`src/rtl/psum_adder_sched_pkg.sv`:
```
// psum_sched_pkg: shared definitions for the partial-sum adder sequencer.
//   state_t      - sequencer states
//   NUM_LANES    - number of PE psum lanes feeding the adder
//   DEST_MSB, SRC_MSB, PIX_MSB, DATA_LSB
//                - packet field positions for the default geometry
//                  (PWIDTH=47, ADDR_W=4, DWIDTH=8)
//   pkt_fields_t - packet layout for the default geometry
//   pad_width()  - zero-pad width between the pixel index and the sum
package psum_sched_pkg;

   typedef enum logic [1:0] {
      GATHER,
      ISSUE,
      WAIT_RES,
      SEND
   } state_t;

   localparam int unsigned NUM_LANES = 3;
   localparam int unsigned PIX_W     = 8;

   localparam int unsigned DEF_PWIDTH = 47;
   localparam int unsigned DEF_ADDR_W = 4;
   localparam int unsigned DEF_DWIDTH = 8;

   localparam int unsigned DEST_MSB = DEF_PWIDTH - 1;
   localparam int unsigned SRC_MSB  = DEST_MSB - DEF_ADDR_W;
   localparam int unsigned PIX_MSB  = SRC_MSB - DEF_ADDR_W;
   localparam int unsigned DATA_LSB = 0;

   typedef struct packed {
      logic [DEF_ADDR_W-1:0]                               dest;
      logic [DEF_ADDR_W-1:0]                               src;
      logic [PIX_W-1:0]                                    pix;
      logic [DEF_PWIDTH-2*DEF_ADDR_W-PIX_W-DEF_DWIDTH-1:0] pad;
      logic [DEF_DWIDTH-1:0]                               sum;
   } pkt_fields_t;

   function automatic int unsigned pad_width(input int unsigned pwidth,
                                             input int unsigned addr_w,
                                             input int unsigned dwidth);
      return pwidth - 2 * addr_w - PIX_W - dwidth;
   endfunction

endpackage

```
`src/rtl/psum_adder_sched_lane_reg.sv`:
```
// psum_lane_reg: one-entry valid/ready holding register for a single PE lane.
//   clk, reset  - clock, asynchronous active-high reset
//   in_valid    - operand offered by the lane
//   in_data     - operand value
//   clr         - drop the held operand (frees the entry)
//   in_ready    - entry is empty and can capture
//   full        - entry holds an operand
//   data        - held operand
module psum_lane_reg #(
   parameter int unsigned DWIDTH = 8
) (
   input  logic              clk,
   input  logic              reset,
   input  logic              in_valid,
   input  logic [DWIDTH-1:0] in_data,
   input  logic              clr,
   output logic              in_ready,
   output logic              full,
   output logic [DWIDTH-1:0] data
);

   logic              full_q, full_d;
   logic [DWIDTH-1:0] data_q, data_d;

   always_comb begin
      full_d = full_q;
      data_d = data_q;
      if (clr) begin
         full_d = 1'b0;
      end else if (in_valid && !full_q) begin
         full_d = 1'b1;
         data_d = in_data;
      end
   end

   always_ff @(posedge clk or posedge reset) begin
      if (reset) begin
         full_q <= 1'b0;
         data_q <= '0;
      end else begin
         full_q <= full_d;
         data_q <= data_d;
      end
   end

   assign in_ready = ~full_q;
   assign full     = full_q;
   assign data     = data_q;

endmodule

```
`src/rtl/psum_adder_sched.sv`:
```
// psum_adder_sched: sequencer for the shared three-input partial-sum adder.
// Gathers one operand per PE lane, issues one add, captures the result and
// sends it as a destination-addressed packet tagged with a wrapping pixel
// index.
//   clk, reset            - clock, asynchronous active-high reset
//   in_valid/in_ready     - per-lane operand handshake (3 lanes)
//   in_data               - lane i at [i*DWIDTH +: DWIDTH]
//   add_valid/add_ready   - operand handshake to the adder
//   add_op0..add_op2      - held lane operands
//   add_res_valid/add_res - one-cycle result strobe and value
//   pkt_valid/pkt_ready   - packet handshake to the NoC port
//   pkt_data              - {DEST_ADDR, SRC_ADDR, pix_idx, zero pad, sum}
//   pix_idx               - index of the next pixel to be sent
//   done                  - one-cycle pulse when pixel NUM_PIX-1 is sent
//   res_err               - sticky: result strobe outside WAIT_RES
//   timeout_err           - sticky gather watchdog flag
// Build option: PSUM_GATHER_TIMEOUT_EN enables the gather watchdog;
// without it timeout_err is tied to 0.
module psum_adder_sched
   import psum_sched_pkg::*;
#(
   parameter int unsigned       DWIDTH      = 8,
   parameter int unsigned       PWIDTH      = 47,
   parameter int unsigned       ADDR_W      = 4,
   parameter logic [ADDR_W-1:0] SRC_ADDR    = 4'd0,
   parameter logic [ADDR_W-1:0] DEST_ADDR   = 4'd1,
   parameter int unsigned       NUM_PIX     = 25,
   parameter int unsigned       TIMEOUT_CYC = 255
) (
   input  logic                          clk,
   input  logic                          reset,
   input  logic [NUM_LANES-1:0]          in_valid,
   output logic [NUM_LANES-1:0]          in_ready,
   input  logic [NUM_LANES*DWIDTH-1:0]   in_data,
   output logic                          add_valid,
   input  logic                          add_ready,
   output logic [DWIDTH-1:0]             add_op0,
   output logic [DWIDTH-1:0]             add_op1,
   output logic [DWIDTH-1:0]             add_op2,
   input  logic                          add_res_valid,
   input  logic [DWIDTH-1:0]             add_res,
   output logic                          pkt_valid,
   input  logic                          pkt_ready,
   output logic [PWIDTH-1:0]             pkt_data,
   output logic [PIX_W-1:0]              pix_idx,
   output logic                          done,
   output logic                          res_err,
   output logic                          timeout_err
);

   localparam int unsigned      PAD_W    = pad_width(PWIDTH, ADDR_W, DWIDTH);
   localparam logic [PIX_W-1:0] PIX_LAST = PIX_W'(NUM_PIX - 1);

   logic [NUM_LANES-1:0] lane_full;
   logic [NUM_LANES-1:0] capture;
   logic [DWIDTH-1:0]    lane_data [NUM_LANES];
   logic                 lane_clr;
   logic                 all_full_nxt;

   state_t            state_q, state_d;
   logic              add_valid_q, add_valid_d;
   logic              pkt_valid_q, pkt_valid_d;
   logic [DWIDTH-1:0] sum_q, sum_d;
   logic [PIX_W-1:0]  pix_q, pix_d;
   logic              done_q, done_d;
   logic              res_err_q, res_err_d;

   for (genvar i = 0; i < NUM_LANES; i++) begin : g_lane
      psum_lane_reg #(.DWIDTH(DWIDTH)) u_lane (
         .clk      (clk),
         .reset    (reset),
         .in_valid (in_valid[i]),
         .in_data  (in_data[i*DWIDTH +: DWIDTH]),
         .clr      (lane_clr),
         .in_ready (in_ready[i]),
         .full     (lane_full[i]),
         .data     (lane_data[i])
      );
   end

   // Look at lane occupancy after this cycle's captures so the last operand
   // captured at cycle t reaches the adder at t+1.
   assign capture      = in_valid & in_ready;
   assign all_full_nxt = &(lane_full | capture);

   always_comb begin
      state_d   = state_q;
      sum_d     = sum_q;
      pix_d     = pix_q;
      done_d    = 1'b0;
      res_err_d = res_err_q;
      lane_clr  = 1'b0;

      unique case (state_q)
         GATHER: begin
            if (all_full_nxt) state_d = ISSUE;
         end
         ISSUE: begin
            if (add_ready) state_d = WAIT_RES;
         end
         WAIT_RES: begin
            if (add_res_valid) begin
               sum_d    = add_res;
               lane_clr = 1'b1;
               state_d  = SEND;
            end
         end
         SEND: begin
            if (pkt_ready) begin
               if (pix_q == PIX_LAST) begin
                  pix_d  = '0;
                  done_d = 1'b1;
               end else begin
                  pix_d = pix_q + 1'b1;
               end
               state_d = all_full_nxt ? ISSUE : GATHER;
            end
         end
         default: state_d = GATHER;
      endcase

      if (add_res_valid && (state_q != WAIT_RES)) res_err_d = 1'b1;

      add_valid_d = (state_d == ISSUE);
      pkt_valid_d = (state_d == SEND);
   end

   always_ff @(posedge clk or posedge reset) begin
      if (reset) begin
         state_q     <= GATHER;
         add_valid_q <= 1'b0;
         pkt_valid_q <= 1'b0;
         sum_q       <= '0;
         pix_q       <= '0;
         done_q      <= 1'b0;
         res_err_q   <= 1'b0;
      end else begin
         state_q     <= state_d;
         add_valid_q <= add_valid_d;
         pkt_valid_q <= pkt_valid_d;
         sum_q       <= sum_d;
         pix_q       <= pix_d;
         done_q      <= done_d;
         res_err_q   <= res_err_d;
      end
   end

`ifdef PSUM_GATHER_TIMEOUT_EN
   localparam int unsigned TO_W = ($clog2(TIMEOUT_CYC + 1) > 8) ?
                                  $clog2(TIMEOUT_CYC + 1) : 8;
   localparam logic [TO_W-1:0] TO_LIMIT = TO_W'(TIMEOUT_CYC);

   logic [TO_W-1:0] to_cnt_q, to_cnt_d;
   logic            timeout_err_q, timeout_err_d;

   // Counts only while a partial gather is stalled; any capture or leaving
   // GATHER restarts it. Saturates at the limit.
   always_comb begin
      to_cnt_d      = '0;
      timeout_err_d = timeout_err_q;
      if ((state_q == GATHER) && (|lane_full) && !(&lane_full) && !(|capture)) begin
         to_cnt_d = (to_cnt_q == TO_LIMIT) ? to_cnt_q : to_cnt_q + 1'b1;
         if (to_cnt_d == TO_LIMIT) timeout_err_d = 1'b1;
      end
   end

   always_ff @(posedge clk or posedge reset) begin
      if (reset) begin
         to_cnt_q      <= '0;
         timeout_err_q <= 1'b0;
      end else begin
         to_cnt_q      <= to_cnt_d;
         timeout_err_q <= timeout_err_d;
      end
   end

   assign timeout_err = timeout_err_q;
`else
   // No watchdog in this build; TIMEOUT_CYC is kept for port/parameter
   // compatibility only.
   assign timeout_err = 1'b0 & (TIMEOUT_CYC != 0);
`endif

   assign add_valid = add_valid_q;
   assign add_op0   = lane_data[0];
   assign add_op1   = lane_data[1];
   assign add_op2   = lane_data[2];
   assign pkt_valid = pkt_valid_q;
   assign pkt_data  = pkt_valid_q ? {DEST_ADDR, SRC_ADDR, pix_q, {PAD_W{1'b0}}, sum_q} : '0;
   assign pix_idx   = pix_q;
   assign done      = done_q;
   assign res_err   = res_err_q;

endmodule

```
`config.mk`:
```
export PLATFORM = sky130hd
export DESIGN_NAME = psum_adder_sched
export DESIGN_NICKNAME = d
export VERILOG_FILES = /design/src/rtl/psum_adder_sched_pkg.sv /design/src/rtl/psum_adder_sched_lane_reg.sv /design/src/rtl/psum_adder_sched.sv
export SDC_FILE = /design/constraint.sdc
export NUM_CORES = 1
export LEC_CHECK = 0
export ABC_CLOCK_PERIOD_IN_PS = 2810
export CORE_MARGIN = 5
export CORE_UTILIZATION = 42
export CTS_CLUSTER_SIZE = 40
export DETAILED_ROUTE_END_ITERATION = 7
export PLACE_DENSITY_LB_ADDON = 0.3
export SYNTH_ARGS = -nofsm -noshare
export SYNTH_HDL_FRONTEND = slang
export SYNTH_SLANG_ARGS = --single-unit
```
`constraint.sdc`:
```
create_clock -name clk -period 2.81 [get_ports clk]
set_input_delay 0.4215 -clock clk [delete_from_list [all_inputs] [get_ports clk]]
set_output_delay 0.4215 -clock clk [all_outputs]
set_load 0.005 [all_outputs]
```
Yosys cells after proc, flatten, opt, wreduce, memory -nomap -nowiden
Cells that the tools add are included.

$add $sub $neg: 1. Eq/ne operators: 7. Mux-type cells: 19. Bitwise operators: 6. Reduce and logical (&&, ||, !) cells: 17.

Operator list (number): two-way mux 44 bit (1); two-way mux 1 bit (12); AND reduction 2 bit (5); adder 8 x 1 -> 8 bit, second input constant (1); == test 8 x 5 -> 1 bit, second input constant (1); two-way mux 2 bit (4); two-way mux 8 bit (1); one-hot mux 2 bit (4 select lines) (1); == test 2 bit, second input constant (3); nonzero test 2 bit (3); == test 2 x 1 -> 1 bit, second input constant (2); logical AND 1 bit (4); NOT 1 bit (4); bitwise AND 3 bit (1); zero test 1 bit (3); OR 3 bit (1); AND reduction 3 bit (1); zero test 2 bit (1); != test 2 bit, second input constant (1).

Bits in registers: 49. Input bits: 40. Output and inout port bits: 87. Logic and storage cells: 63.

Logic depth before layout (Yosys ltp)
Gate-level depths: netlist of run 1.

Word-level depth: 8. Depth in mapped cells: 5. Gate-level depth less buffers: 5.

Cells and area by module
A second synthesis of run 1 with hierarchy kept.

Cell total of the unflattened synthesis: 212. Area, all modules: 2458.6 sq um.

By module, submodules not included: psum_adder_sched (times used 1, cells an instance 146, area each 1411.4 sq um, sequential area each 550.5 sq um); psum_lane_reg (times used 3, cells an instance 22, area each 349.1 sq um, sequential area each 225.2 sq um).

Worst setup path before layout of run 1
OpenSTA, ideal clock, no wires.

Path kind: register to register. Start point: register pix_q[0] (netlist: pix_idx[0]). End point: register pix_q[4] (netlist: pix_idx[4]). Setup time: 118 ps. Arrival time: 1563 ps. Required time: 2692 ps. Setup slack: 1129 ps. Stages on the path, launching flop included: 6. Path buffers: 0. Clock period less this slack: 1681 ps. Cells stage by stage: dfrtp_1 -> inv_1 -> ha_1 -> or4b_4 -> a211o_1 -> a21o_1.

Longest elaborated chain between the ends: 2. Elaborated cells on any way between the ends: 3. Classes of those cells: add/sub (1); eq/ne (1); mux (1).

Ends and longest elaborated chain: start, declared (line psum_adder_sched.sv:64) `logic [PIX_W-1:0] pix_q, pix_d;`; start signal, assigned (line psum_adder_sched.sv:142) `pix_q <= pix_d;`; adder 8 x 1 -> 8 bit or == test 8 x 5 -> 1 bit (tied branches) (line psum_adder_sched.sv:114, psum_adder_sched.sv:110); two-way mux 8 bit * (line psum_adder_sched.sv:110) `if (pix_q == PIX_LAST) begin`.

Every way passes the cells marked *; elsewhere a longest branch is shown, timed or not. A chain may end at the register's enable or synchronous reset.

Final worst setup path of run 1
Start point: register pkt_valid_q (netlist: pkt_valid). End point: output pkt_data[7].

Longest elaborated chain between the ends: 1.

Ends and longest elaborated chain: start, declared (line psum_adder_sched.sv:62) `logic pkt_valid_q, pkt_valid_d;`; start signal, assigned (line psum_adder_sched.sv:140) `pkt_valid_q <= pkt_valid_d;`; two-way mux 44 bit (line psum_adder_sched.sv:189) `assign pkt_data = pkt_valid_q ? {DEST_ADDR, SRC_ADDR, pix_q, {PAD_W{1'b0}}, sum_q} : '0;`; end, declared (line psum_adder_sched.sv:44) `output logic [PWIDTH-1:0] pkt_data,`.

No other way between the ends.

==> results of run 1 <==
==> worst register-to-register path: stages (launching register included) <==
cell and delay (ns):
dfrtp_1 0.46, inv_1 0.12, ha_1 0.14, or4b_4 0.49, o311ai_0 0.31, o21ai_0 0.15
==> power by group <==
group,internal (mW),switching (mW)
Clock,0.173,0.221
Combinational,0.988,0.477
Sequential,1.03,0.272
Total,2.19,0.969
==> cell type report <==
type	count	area (µm²)	share of cell area
repair buffers	98	973	0.289
well taps	72	90.1	0.0268
clock buffers	6	72.6	0.0216
clock inverters	2	10.0	0.00298
inverters	9	33.8	0.0100
flip-flops and latches	49	1230	0.365
multi-input cells	131	957	0.285
==> metrics by stage <==
| stage | setup slack, ns | instance area [µm²] | hold WS, ns |
|---|---|---|---|
| after floorplan | 1.13 | 2500 | 0.451 |
| after global placement | 0.894 | 3280 | 0.445 |
| after detailed placement | 0.863 | 3280 | 0.471 |
| after CTS | 0.670 | 3360 | 0.488 |
| after global routing | 0.566 | 3360 | 0.509 |
| final | 0.719 | 3360 | 0.479 |
==> metal layers <==
| layer | GRT usage | wire (µm) | vias up |
|---|---|---|---|
| met5 | 0 | 0 | - |
| met4 | 0.0302 | 48 | 0 |
| met1 | 0.166 | 2030 | 784 |
| met2 | 0.224 | 2420 | 73 |
| li1 | - | - | 800 |
| met3 | 0.0660 | 592 | 5 |
==> state kept, by name, indices dropped and copies added, names as in the netlist <==
signal,flops
add_valid,1
done,1
g_lane.u_lane.data,24
g_lane.u_lane.full,3
pix_idx,8
pkt_valid,1
res_err,1
state_q,2
sum_q,8
==> kinds of logic after synthesis <==
group,after synthesis,synth area share
other,1,0.00157
adders and majority gates,2,0.0105
buffers and inverters,48,0.132
xor gates and xnor gates,4,0.0147
DFF,49,0.514
muxes,32,0.151
and+or+nand+nor,42,0.118
AOI/OAI and AO/OA,20,0.0582
==> cells in the final DEF, fill, tap and decap left out, types with 4 or more instances in the layout <==
| master | synthesis | final |
|---|---|---|
| and2_1 | 16 | 16 |
| clkbuf_8 | 0 | 5 |
| clkdlybuf4s50_1 | 0 | 95 |
| conb_1 | 1 | 31 |
| dfrtp_1 | 49 | 49 |
| inv_1 | 9 | 8 |
| mux2_2 | 32 | 32 |
| nand2_1 | 4 | 4 |
| o21ai_0 | 4 | 4 |
==> cell usage after synthesis, drive strengths merged (3+ instances only) <==
cell    n  area, µm²
a21oi   3       15.0
and2   17        108
buf    38        278
dfrtp  49       1230
inv     9       33.8
mux2   32        360
nand2   4       15.0
nand3   6       45.0
nor2    3       11.3
o21a    3       22.5
o21ai   4       20.0
xor2    3       26.3
==> path summary, 6_finish.rpt <==
check | slack, ns | from | to | depth (start not counted)
min in group asynchronous | 0.52 | reset | add_valid | 2
max in group asynchronous | 1.69 | reset | g_lane[1].u_lane.data[5] | 3
max reg2reg | 1.02 | pix_idx[0] | pix_idx[0] | 5
max | 0.72 | pkt_valid | pkt_data[7] | 2
min | 0.48 | res_err | res_err | 1
min reg2reg | 0.48 | res_err | res_err | 1
==> impl_metrics.env, run 1 <==
export IMPL_fin_util=0.611
export IMPL_clock_insertion_delay_worst_skew_ns=0.30
export IMPL_finish_cell_count_without_fillers=367
export IMPL_drt_vias_per_instance=4.53
export IMPL_clk_pin_slew_worst_paths_ns=0.08
export IMPL_timing_max_cap_violations=0
export IMPL_worst_slew_margin_rel=0.577
export IMPL_layout_drive_gt1_share=0.166
export IMPL_fin_crit_sh=0.744
export IMPL_initial_drc_count=74
export IMPL_slew_violations=0
export IMPL_critPathBufInv=1
export IMPL_power_leakage_nw=1.47
export IMPL_dpl_cell_count=359
export IMPL_grt_start_max_net_pins=32
export IMPL_final_antenna_net_count=0
export IMPL_dr_pass1_iters=2
export IMPL_dieHeight_um=85.4
export IMPL_setup_worst_path_start_class="flip-flop"
export IMPL_status="finished clean"
export IMPL_design_portCount=127
export IMPL_ys_async_sr_fraction=1.00
export IMPL_timing_critical_path_max_delay_family="flip-flops"
export IMPL_powerDensity_nw_per_um2=939
export IMPL_fin_nets=336
export IMPL_grt_remaining_overflow=0
export IMPL_clock_sinks=49
export IMPL_cts_htree_levels=2
export IMPL_endpoint_kind="output pin"
export IMPL_yosysWarningCount=0
export IMPL_ys_seq_area_frac=0.514
export IMPL_io_buffer_count=95
export IMPL_cell_with_the_largest_stage_delay_on_the_worst_path="dfrtp_1"
export IMPL_fillerInstances=485
export IMPL_worst_clock_skew_ns=0.00637
export IMPL_global_route_wire_length_before_repair_um=8040
export IMPL_dp_hpwl_um=3950
export IMPL_critical_path_class="reg2out"
export IMPL_dominant_register_cell_in_the_synthesized_netlist="dfrtp_1"
export IMPL_report_power_total_mw=3.16
export IMPL_remaining_drc_errors=0
export IMPL_root_buffer="clkbuf_8"
export IMPL_grt_setup_unrepaired="no"
export IMPL_setup_viol_count_final=0
export IMPL_worst_endpoint_arrival_ns=1.67
export IMPL_number_of_distinct_library_cells_after_synthesis=37
export IMPL_hold_class="reg2reg"
export IMPL_avgSynthCellArea_um2=12.1
export IMPL_slowest_delay_ns=0.64
export IMPL_tritoncts="done"
export IMPL_rows=27
export IMPL_num_vias=1662
export IMPL_crit_path_max_fanout=18
export IMPL_grt_pass1_vias=1668
export IMPL_post_drt_wl_per_cell_um=13.9
export IMPL_min_period_ns=2.09
export IMPL_antenna_found_initial=0
export IMPL_fp_coreArea_um2=5510
export IMPL_number_of_enable_flip_flop_cells_after_synthesis=0
export IMPL_postCtsSetupBuffers=0
export IMPL_antennaDiodeCount=0
export IMPL_netlist_instances=198
export IMPL_slew_of_the_pin_with_the_lowest_slew_margin_ns=0.634
export IMPL_gp_routability_congestion=0.734
export IMPL_ir_worst_vdd_uv=513
export IMPL_floorplan_die_width_um=85.4
export IMPL_flow_area_growth_from_synthesis_pct=41.0
export IMPL_cts_made_buffers=5
export IMPL_final_setup_tns_ns=0
export IMPL_initial_utilization=0.433
export IMPL_ctsResizeCount=0
export IMPL_post_cts_hold_buffer_count=0
export IMPL_worst_ep_required_time_ns=2.39
export IMPL_dieArea_um2=7290
export IMPL_grt_total_usage=0.138
export IMPL_hold_violations=0
export IMPL_final_wirelength_um=5100
export IMPL_cp_cell_sequence="and2_1 > clkdlybuf4s50_1"
export IMPL_post_synth_instance_area_um2=2390
export IMPL_cts_max_path_buffers=2
export IMPL_ys_ff_latch=49
export IMPL_max_clock_freq_mhz=478
(Power assumes the default switching activity.)
==> run 2: changes to the inputs <==
--- a/config.mk
+++ b/config.mk
@@ -5,9 +5,9 @@
 export SDC_FILE = /design/constraint.sdc
 export NUM_CORES = 1
 export LEC_CHECK = 0
-export ABC_CLOCK_PERIOD_IN_PS = 2810
+export ABC_CLOCK_PERIOD_IN_PS = 2100
 export CORE_MARGIN = 5
-export CORE_UTILIZATION = 42
+export CORE_UTILIZATION = 39
 export CTS_CLUSTER_SIZE = 40
 export DETAILED_ROUTE_END_ITERATION = 7
 export PLACE_DENSITY_LB_ADDON = 0.3
==> constraint.sdc (replaced) <==
create_clock -name clk -period 2.1 [get_ports clk]
set_input_delay 0.315 -clock clk [delete_from_list [all_inputs] [get_ports clk]]
set_output_delay 0.315 -clock clk [all_outputs]
set_load 0.005 [all_outputs]
==> run 2 against run 1 <==
  * First-iteration DRC count decreased by 32%
  * Register-to-register slack got worse by 0.73 ns
  * Routed wire length increased by 1.3%
  * Worst setup slack got worse by 0.44 ns
  * Combinational power increased by 36%
  * Via count increased by 0.54%
  * Flip-flop and latch count unchanged
  * Cell count increased by 0.82%
  * Die area increased by 6.8%
  * Core utilization decreased by 3.9 points
  * Sequential share of layout area decreased by 0.19 points
  * Clock power increased by 38%
  * Largest power group unchanged
==> impl_metrics.env, run 2 (same netlist as run 1, synthesis figures left out) <==
export IMPL_status="finished clean"
export IMPL_grt_busiest_layer="met2"
export IMPL_worst_ep_required_time_ns=1.78
export IMPL_cp_cell_sequence="and2_1 > clkdlybuf4s50_1"
export IMPL_grt_setup_unrepaired="no"
export IMPL_final_setup_tns_ns=0
export IMPL_worst_endpoint_arrival_ns=1.51
export IMPL_clock_insertion_delay_worst_skew_ns=0.30
export IMPL_globalRouteMet2Util=0.207
export IMPL_clk_pin_slew_worst_paths_ns=0.09
export IMPL_max_clock_freq_mhz=549
export IMPL_endpoint_kind="output pin"
export IMPL_root_buffer="clkbuf_8"
export IMPL_fp_coreArea_um2=5920
export IMPL_ctsResizeCount=0
export IMPL_largest_register_ff_count=24
export IMPL_reg_to_reg_endpoint="pix_idx[4]"
export IMPL_reg2reg_from="pix_idx[0]"
export IMPL_fin_util=0.572
export IMPL_post_cts_hold_buffer_count=0
export IMPL_powerDensity_nw_per_um2=1260
export IMPL_worst_r2r_setup_slack_ns=0.29
export IMPL_cts_made_buffers=5
export IMPL_crit_path_max_fanout=18
export IMPL_cts_htree_levels=2
export IMPL_flow_area_growth_from_synthesis_pct=41.8
export IMPL_critical_path_class="reg2out"
export IMPL_drt_vias_per_instance=4.52
export IMPL_summed_area_of_non_filler_cells_in_the_final_layout_um2=3380
export IMPL_hold_class="in2async"
export IMPL_dr_pass1_iters=4
export IMPL_clock_sinks=49
export IMPL_min_period_ns=1.82
export IMPL_grtUsageMet1=0.161
export IMPL_tritoncts="done"
export IMPL_timing_max_cap_violations=0
export IMPL_cell_with_the_largest_stage_delay_on_the_worst_path="dfrtp_2"
export IMPL_antenna_found_initial=0
export IMPL_grt_total_usage=0.135
export IMPL_layout_drive_gt1_share=0.173
export IMPL_worst_r2r_path_depth=5
export IMPL_antennaDiodeCount=0
export IMPL_worst_clock_skew_ns=0.00811
export IMPL_postPlaceCellArea_um2=3300
export IMPL_post_drt_wl_per_cell_um=14.0
export IMPL_rows=28
export IMPL_remaining_drc_errors=0
export IMPL_final_antenna_net_count=0
export IMPL_fin_nets=336
export IMPL_setup_worst_path_start_class="flip-flop"
export IMPL_num_vias=1671
export IMPL_setup_viol_count_final=0
export IMPL_cts_max_path_buffers=2
export IMPL_mostFrequentLayoutCell="clkdlybuf4s50_1"
export IMPL_grt_remaining_overflow=0
export IMPL_timing_critical_path_max_delay_family="flip-flops"
export IMPL_design_portCount=127
export IMPL_dieHeight_um=88.2
export IMPL_grt_pass1_vias=1684
export IMPL_fin_crit_sh=0.868
export IMPL_grtUsageMet3=0.0782
export IMPL_dp_hpwl_um=4040
export IMPL_postCtsSetupBuffers=0
export IMPL_io_buffer_count=95
export IMPL_slowest_delay_ns=0.52
export IMPL_power_leakage_nw=1.47
export IMPL_gp_routability_congestion=0.738
export IMPL_ir_worst_vdd_uv=598
export IMPL_initial_drc_count=50
export IMPL_floorplan_die_width_um=88.2
export IMPL_final_cell_mix="95 x clkdlybuf4s50_1, 48 x dfrtp_1, 32 x mux2_2"
export IMPL_dieArea_um2=7780
export IMPL_initial_utilization=0.403
export IMPL_global_route_wire_length_before_repair_um=8110
export IMPL_hold_violations=0
export IMPL_grt_start_max_net_pins=50
export IMPL_critPathBufInv=1
export IMPL_slew_violations=0
export IMPL_final_wirelength_um=5160
[run 2: routing by layer]
layer | vias up | part of all wire
met3 | 6 | 0.14
met4 | 0 | 0.011
li1 | 799 | -
met5 | - | 0
met1 | 786 | 0.38
met2 | 80 | 0.46
[run 2: worst min-delay path, stage by stage]
cell             delay [ns]
clkdlybuf4s50_1        0.41
inv_2                  0.07
buf_12                 0.26
[run 2: power breakdown]
group          total (mW)  internal (mW)  switching, mW
clock network       0.542          0.230          0.312
registers            1.74           1.38          0.358
logic                1.98           1.33          0.651
[run 2: worst max-delay path by stage]
stage / start / end / slack, ns / depth (start not counted)
after floorplan: pix_idx[0] / pix_idx[4] / 0.42 / 5
after global placement: add_res_valid / g_lane[1].u_lane.data[0] / 0.25 / 4
after detailed placement: add_res_valid / g_lane[1].u_lane.data[1] / 0.18 / 4
after CTS: pkt_valid / pkt_data[2] / 0.10 / 2
after global routing: pix_idx[0] / pix_idx[0] / 0.11 / 5
final: pkt_valid / pkt_data[2] / 0.28 / 2
[run 2: final cells by class]
cell class              count  area [µm²]
fillers                   534        2540
flip-flops and latches     49        1230
repair buffers             98         986
multi-input cells         131         957
well taps                  75        93.8
clock buffers               5        68.8
inverters                   9        33.8
clock inverters             3        17.5
[run 2: stage by stage]
step	hold slack [ns]	power (mW)	setup WS, ns	std cells
2_1_floorplan	0.432	2.62	0.419	228
3_3_place_gp	0.454	3.70	0.248	362
3_5_place_dp	0.468	3.77	0.178	362
4_1_cts	0.373	4.33	0.101	370
5_1_grt	0.397	4.60	0.114	370
6_report	0.369	4.26	0.277	370
